File: src/rtl/parking_display_driver.sv
// Converts the binary parking count to BCD with a bit-serial shift-add-3 engine and
// scans the four digits onto an active-low multiplexed seven-segment display.
`timescale 1ns/1ps
module parking_display_driver #(
  parameter int CNT_W       = 8,
  parameter int REFRESH_DIV = 100000,
  parameter int BLANK_LZ    = 1
) (
  input  logic             clk,
  input  logic             reset,
  input  logic [CNT_W-1:0] count,
  output logic [6:0]       seg,
  output logic [3:0]       an,
  output logic [15:0]      bcd,
  output logic             busy
);

  localparam int SW = 16 + CNT_W;
  localparam int IW = $clog2(CNT_W + 1);
  localparam int PW = $clog2(REFRESH_DIV);

  typedef enum logic [1:0] {IDLE, SHIFT, LOAD} state_t;

  state_t           state;
  logic [CNT_W-1:0] cap;
  logic [SW-1:0]    sh;
  logic [SW-1:0]    adj;
  logic [IW-1:0]    iter;

  // Add 3 to every BCD nibble that would overflow past 9 when doubled.
  assign adj[CNT_W-1:0] = sh[CNT_W-1:0];
  generate
    for (genvar gi = 0; gi < 4; gi++) begin : g_adj
      logic [3:0] nib;
      assign nib = sh[CNT_W + 4*gi +: 4];
      assign adj[CNT_W + 4*gi +: 4] = (nib >= 4'd5) ? nib + 4'd3 : nib;
    end
  endgenerate

  always_ff @(posedge clk or posedge reset) begin
    if (reset) begin
      state <= IDLE;
      cap   <= '0;
      sh    <= '0;
      iter  <= '0;
      bcd   <= 16'h0000;
      busy  <= 1'b0;
    end else begin
      case (state)
        IDLE: begin
          if (count != cap) begin
            cap   <= count;
            sh    <= {16'b0, count};
            iter  <= '0;
            busy  <= 1'b1;
            state <= SHIFT;
          end
        end
        SHIFT: begin
          sh   <= SW'({adj, 1'b0});
          iter <= iter + 1'b1;
          if (iter == IW'(CNT_W - 1))
            state <= LOAD;
        end
        LOAD: begin
          // bcd only ever changes here, so partial results never reach the display.
          bcd   <= sh[SW-1:CNT_W];
          busy  <= 1'b0;
          state <= IDLE;
        end
        default: state <= IDLE;
      endcase
    end
  end

  function automatic logic [6:0] seg_decode(input logic [3:0] d);
    case (d)
      4'd0:    return 7'b1000000;
      4'd1:    return 7'b1111001;
      4'd2:    return 7'b0100100;
      4'd3:    return 7'b0110000;
      4'd4:    return 7'b0011001;
      4'd5:    return 7'b0010010;
      4'd6:    return 7'b0000010;
      4'd7:    return 7'b1111000;
      4'd8:    return 7'b0000000;
      4'd9:    return 7'b0010000;
      default: return 7'b1111111;
    endcase
  endfunction

  logic [PW-1:0] pre;
  logic [1:0]    idx;
  logic [1:0]    idx_next;
  logic          wrap;
  logic          lead_zero;
  logic          blank;

  assign wrap     = (pre == PW'(REFRESH_DIV - 1));
  assign idx_next = wrap ? idx + 2'd1 : idx;

  // lead_zero: the digit about to be shown and every digit above it are zero.
  always_comb begin
    lead_zero = 1'b0;
    case (idx_next)
      2'd1:    lead_zero = (bcd[15:4] == 12'd0);
      2'd2:    lead_zero = (bcd[15:8] == 8'd0);
      2'd3:    lead_zero = (bcd[15:12] == 4'd0);
      default: lead_zero = 1'b0;
    endcase
  end

  assign blank = (BLANK_LZ != 0) && lead_zero;

  always_ff @(posedge clk or posedge reset) begin
    if (reset) begin
      pre <= '0;
      idx <= 2'd0;
      an  <= 4'b1110;
      seg <= 7'b1000000;
    end else begin
      pre <= wrap ? '0 : pre + 1'b1;
      idx <= idx_next;
      an  <= blank ? 4'b1111 : ~(4'b0001 << idx_next);
      seg <= blank ? 7'b1111111 : seg_decode(bcd[4*idx_next +: 4]);
    end
  end

endmodule

File: config.mk
export PLATFORM = sky130hd
export DESIGN_NAME = parking_display_driver
export DESIGN_NICKNAME = d
export VERILOG_FILES = /design/src/rtl/parking_display_driver.sv
export SDC_FILE = /design/constraint.sdc
export NUM_CORES = 1
export LEC_CHECK = 0
export ABC_AREA = 1
export BUFFER_PORTS_ARGS = -buffer_cell sky130_fd_sc_hd__buf_2
export CORE_MARGIN = 8
export CORE_UTILIZATION = 60
export DETAILED_ROUTE_END_ITERATION = 8
export PLACE_DENSITY_LB_ADDON = 0.3
export SYNTH_ARGS = -nofsm -noshare
export SYNTH_HDL_FRONTEND = slang
export SYNTH_SLANG_ARGS = --single-unit
File: constraint.sdc
create_clock -name clk -period 3.13 [get_ports clk]
set_clock_uncertainty 0.1 [all_clocks]
set_input_delay 0.313 -clock clk [delete_from_list [all_inputs] [get_ports clk]]
set_output_delay 0.313 -clock clk [all_outputs]
set_load 0.01 [all_outputs]
# Yosys cells after proc, flatten, opt, wreduce, memory -nomap -nowiden

Memory sizes are Yosys's and may differ from the RTL's.
Cells that the tools add are included.
W data, S select, Z words.

Output and inout port bits: 28
Bits in latches: 0
Memory bits (read-only): 112
Bits in writable memories: 0
Register bits: 85
Memories: 1

Memories:

| memory           | words | width | read ports | clocked after memory_dff | wr ports | line | text |
|---|---|---|---|---|---|---|---|
| (name not given) | 16    | 7     | 1          | 0                        | 0        | 77   | `case (d)` |

Bitwise gates (word level): 1
Reduce and logical (&&, ||, !) cells: 10
Shifts and indexed selects: 2
Multiplexer cells: 18
Magnitude comparators: 4
$mul: 0
Equal/unequal tests: 10
Divide/modulo/power cells: 0
$add $sub $neg: 7

Operators with widths:

| kind                    | count |
|---|---|
| $pmux W24 S2            | 1 |
| $mux W24                | 1 |
| $mux W4                 | 5 |
| $add A17 B1 Y17 const B | 1 |
| $eq A17 B17 Y1 const B  | 1 |
| $mux W17                | 1 |
| $ge A4 B3 Y1 const B    | 4 |
| $shiftx A16 B5 Y4       | 1 |
| $add A4 B2 Y4 const B   | 3 |
| $logic_not A12 Y1       | 1 |
| $logic_not A8 Y1        | 1 |
| $ne A8 B8 Y1            | 1 |
| $pmux W4 S2             | 1 |
| $reduce_and A2 Y1       | 4 |
| $mux W7                 | 1 |
| $eq A2 B2 Y1 const B    | 3 |
| $mux W2                 | 3 |
| $add A4 B1 Y4 const B   | 1 |
| $eq A2 B1 Y1 const B    | 2 |
| $eq A4 B3 Y1 const B    | 1 |
| $logic_not A4 Y1        | 1 |
| $ne A2 B2 Y1 const B    | 2 |
| $not A4 Y4              | 1 |
| $pmux W2 S2             | 1 |
| other kinds (9)         | 10 |

# Depth between registers and ports, before layout

Word-level depth: 5
Gate-level depth with buffers: 17

# Worst setup path after synthesis

OpenSTA, ideal clock, no wires.

Path type: flip-flop to flip-flop
Start: register pre[0]
End: register seg[3]
Setup slack: 927 ps
Arrival time: 1,980 ps
Period minus slack after synthesis: 2,203 ps
Stages on the path, launching flop included: 16
Required time: 2,907 ps
Setup time: 123 ps
Path buffers: 1
Cell sequence: dfrtp_1 -> ha_1 -> nand3_1 -> bufinv_8 -> nand3_4 -> nand2_8 -> nand2_4 -> buf_12 -> nand2_1 -> nand2_1 -> nand2_1 -> nand2_1 -> ha_1 -> nand2_1 -> nand3_1 -> nand2_1

Word-level cells in the longest chain between the ends: 5
Elaborated cells on any way between the ends: 9

Ends and longest elaborated chain:

| element                                              | line | text |
|---|---|---|
| start, declared                                      | 92   | `logic [PW-1:0] pre;` |
| start signal, assigned                               | 122  | `pre <= wrap ? '0 : pre + 1'b1;` |
| $eq A17 B17 Y1 (*)                                   | 99   | `assign wrap = (pre == PW'(REFRESH_DIV - 1));` |
| $mux W2 (*)                                          | 100  | `assign idx_next = wrap ? idx + 2'd1 : idx;` |
| $shiftx A16 B5 Y4 (tied with other cells)            | 125  | `seg <= blank ? 7'b1111111 : seg_decode(bcd[4*idx_next +: 4]);` |
| $mem_v2 Z16 W7 / $pmux W1 S3 (equally long branches) | --   |  |
| $mux W7 (*)                                          | 125  |  |
| end signal, assigned                                 | 125  |  |
| end, declared                                        | 12   | `output logic [6:0] seg,` |

Every way passes the cells marked *; elsewhere a longest branch is shown, timed or not.
A chain may end at the register's enable or synchronous reset.

# Worst setup path in the final report

Same ends and word-level chain as after synthesis.

==> results.toml <==
[place]
dp_hpwl_um = 6775
gp_congestion = 0.9685
io_buffers = 37
place_area_mm2 = 0.004664
place_ws_ps = 752.1

[finish]
layout-drive-gt1-share_pct = 16.17
nets = 585
design_area_mm2 = 0.004883
fillCellCount = 609
syn2layout_area_growth_pct = 11.87
n_antenna_cell = 0

[global_route]
grt_use_total_pct = 18.71
grt_pass1_wl_um = 15370
antenna_found_initial = 0
grt_max_degree = 41
grt_pass1_vias = 3412
grt_overflow_total = 0

[clock_network]
cts.sinks = 85
clk_latency_ps = 350
htree_levels = 3
cts_tree = "yes"
path_clk_slew_ps = 90
clk_path_buf_depth = 2
cts-root-buf = "clkbuf_8"
numCtsBuffers = 9

[power_and_ir_drop]
p_int_w = 0.002508
comb_power_share_pct = 40.5
ir_drop_mv = 0.5422
power-per-cell-area_mw_per_mm2 = 870.0
p_switching_w = 0.001741
p_leak_nw = 2.532
sw_frac_of_total_pct = 40.97
p_clk_share_pct = 18.9
seqPwrFrac_pct = 40.7

[worst_setup_path]
critPathKind = "reg -> reg"
critPathRequiredTime_ps = 3270
regToRegStartpoint = "pre[0]$_DFF_PP0_"
rr_worst_depth = 12
critPathMaxFanout = 15
r2r_setup_slack_ps = 730
cp-end-kind = "flop"
crit_path_start_kind = "flop"
startpoint = "pre[0]$_DFF_PP0_"
crit_arrival_ps = 2540
r2r_end = "seg[3]$_DFF_PP0_"

[floorplanning]
die_area_mm2 = 0.01026
start_util_pct = 61.17
io_pins = 38
dieHeight_um = 101.3
num_rows = 31
die_w_um = 101.3
core_mm2 = 0.007137

[logic_synthesis]
syn_area_per_cell_um2 = 8.427
yosys.area_share.simple_pct = 28.80
yosysUniqueCellTypes = 38
synth-compound-area-share_pct = 8.627
synthArstFlopShare_pct = 100.0
synth_enable_flop_cells = 0
yosysWarnings = 0
netlist_area_mm2 = 0.004365
synthAdderAreaFrac_pct = 3.153
synth.mux.area_fraction_pct = 0
seq_area_frac_synth_pct = 48.84
syn_nets = 539
synth_xor_area_share_pct = 2.809
synthFlopType = "dfrtp_1"
synth_top_family_by_area = "simple AND/OR/NAND/NOR gates"
syn_inst = 518
synth_seq_cells = 85

[drt]
drc = 0
wl_um = 9059
drt_iter0_markers = 163
vias_per_cell = 5.409
wire_per_inst_um = 13.56
postRouteAntennaNets = 0
dr_total_vias = 3613
drt_pass1_iterations = 4

[hold_path]
holdPathStages = 3
hp-class = "in -> reg"
hp-start = "count[0]"
min_to = "sh[0]$_DFFE_PP0P_"

[sta]
finalCriticalPeriod_ps = 2398
tightest_slew_ps = 653.4
finalSetupTns_ps = 0
setup_ws_ps = 731.7
holdWs_ps = 100.3
rsz0062_at_grt = "false"
setup_violations = 0
max_freq_ghz = 0.4170
relSlewSlack_pct = 56.39
finalHoldViolCount = 0
maxSlewViolCount = 0
min_period_over_period_pct = 76.62

[status]
outcome = "finished clean"

[run]
max_cap_violations = 0
-- sequential cells by signal (all words and copies together), names as in the netlist --
name	cells
busy	1
state	2
sh	24
cap	8
an	4
idx	2
iter	4
pre	17
seg	7
bcd	16
-- synth_stat cells (2+ instances only) --
cell        n  area [um^2]
nor2_1     37        138.9
buf_2       2        10.01
nor3_1      2        10.01
a31oi_1     4        25.02
ha_1       11        137.6
inv_1      65        244.0
nand3_4     2        35.03
nand2_4     6        67.56
nand4_1     6        37.54
xnor2_1     7        61.31
nand3_1    53        265.3
nor4_1      5        31.28
a21oi_1     5        25.02
clkbuf_1    5        18.77
inv_2       3        11.26
nor2_8      2        40.04
o21ai_0    46        230.2
or2_2       4        25.02
nor2_4      3        33.78
clkinv_1    3        11.26
xor2_1      7        61.31
o211ai_1    2        15.01
o32ai_1     3        26.28
dfrtp_1    81         2027
nor2_2      2        12.51
nand2_1   132        495.5
dfstp_2     4        105.1
o22ai_1     6        37.54
-- per-stage QoR --
stage                     instances  utilization, %  total power [W]
after floorplan                 518               -         0.002947
after global placement          651           65.36         0.003361
after detailed placement        651           65.36         0.003453
after CTS                       668           68.43         0.004273
after global routing            668           68.43         0.004601
final                           668           68.43         0.004249
-- power by group through the flow --
stage / combinational (W) / clock [W] / sequential [W]
after floorplan: 0.00120 / 0 / 0.00174
after global routing: 0.00196 / 0.000877 / 0.00177
after global placement: 0.00163 / 0 / 0.00173
after CTS: 0.00173 / 0.000818 / 0.00172
after detailed placement: 0.00171 / 0 / 0.00174
final: 0.00172 / 0.000801 / 0.00173
-- placed cells by master, fill, tap and decap left out, types with 2 or more instances in the layout --
master and instances:
nand2_1 132, dfrtp_1 81, inv_1 64, nand3_1 53
o21ai_0 46, nor2_1 37, buf_2 37, ha_1 11
clkbuf_8 10, xnor2_1 7, xor2_1 7, nand2_4 6
nand4_1 6, o22ai_1 6, a21oi_1 5, nor4_1 5
buf_4 5, or2_2 4, a31oi_1 4, dfstp_2 4
clkinv_1 3, nor2_4 3, inv_2 3, o32ai_1 3
nor2_8 2, nand3_4 2, nor2_2 2, nor3_1 2
o211ai_1 2, clkinvlp_4 2, clkinv_4 2
-- critical path: stages, from the launching register on --
cell and delay, ps:
dfrtp_1 380, ha_1 190, nand3_1 150, bufinv_8 250, nand4_4 190, nand2_4 230
nand2_1 80, nand3_1 120, nand2_4 100, ha_1 280, nand2_1 60, nand3_1 90
nand2_1 50
-- layer usage --
layer  track usage, %  routed length (um)  vias up
met5                0                   0        -
met4            5.956                 199        0
met3            5.292                 521       18
met2            31.68                4513      108
met1            22.46                3825     1718
li1                 -                   -     1769
-- repair_timing --
action | 4_1_cts | 5_1_grt
gates resized for setup | 0 | 0
endpoints found under the hold margin | 34 | 0
setup buffers | 0 | 0
hold buffers | 1 | 0
-- kinds of logic after synthesis --
logic type      after synthesis
simple gates                259
flops                        85
buf+inv                      81
compound gates               68
xor+xnor                     14
fa+ha+maj                    11
-- final cells by class --
type                    instances  area [um^2]  area share, %
flip-flops and latches         85         2132          43.66
multi-input cells             352         1894          38.79
inverters                      73        291.5          5.970
repair buffers                 43        232.7          4.766
clock buffers                  10        137.6          2.818
well taps                      99        123.9          2.537
clock inverters                 6        71.32          1.460
-- worst max-delay path by stage --
stage | to | slack (ps) | cells after the start
after floorplan | an[0]$_DFF_PP0_ | 530 | 1
after global placement | seg[3]$_DFF_PP0_ | 820 | 13
after detailed placement | seg[3]$_DFF_PP0_ | 750 | 13
after CTS | seg[3]$_DFF_PP0_ | 740 | 13
after global routing | seg[6]$_DFF_PP1_ | 560 | 14
final | seg[3]$_DFF_PP0_ | 730 | 12
(Power assumes the default switching activity.)
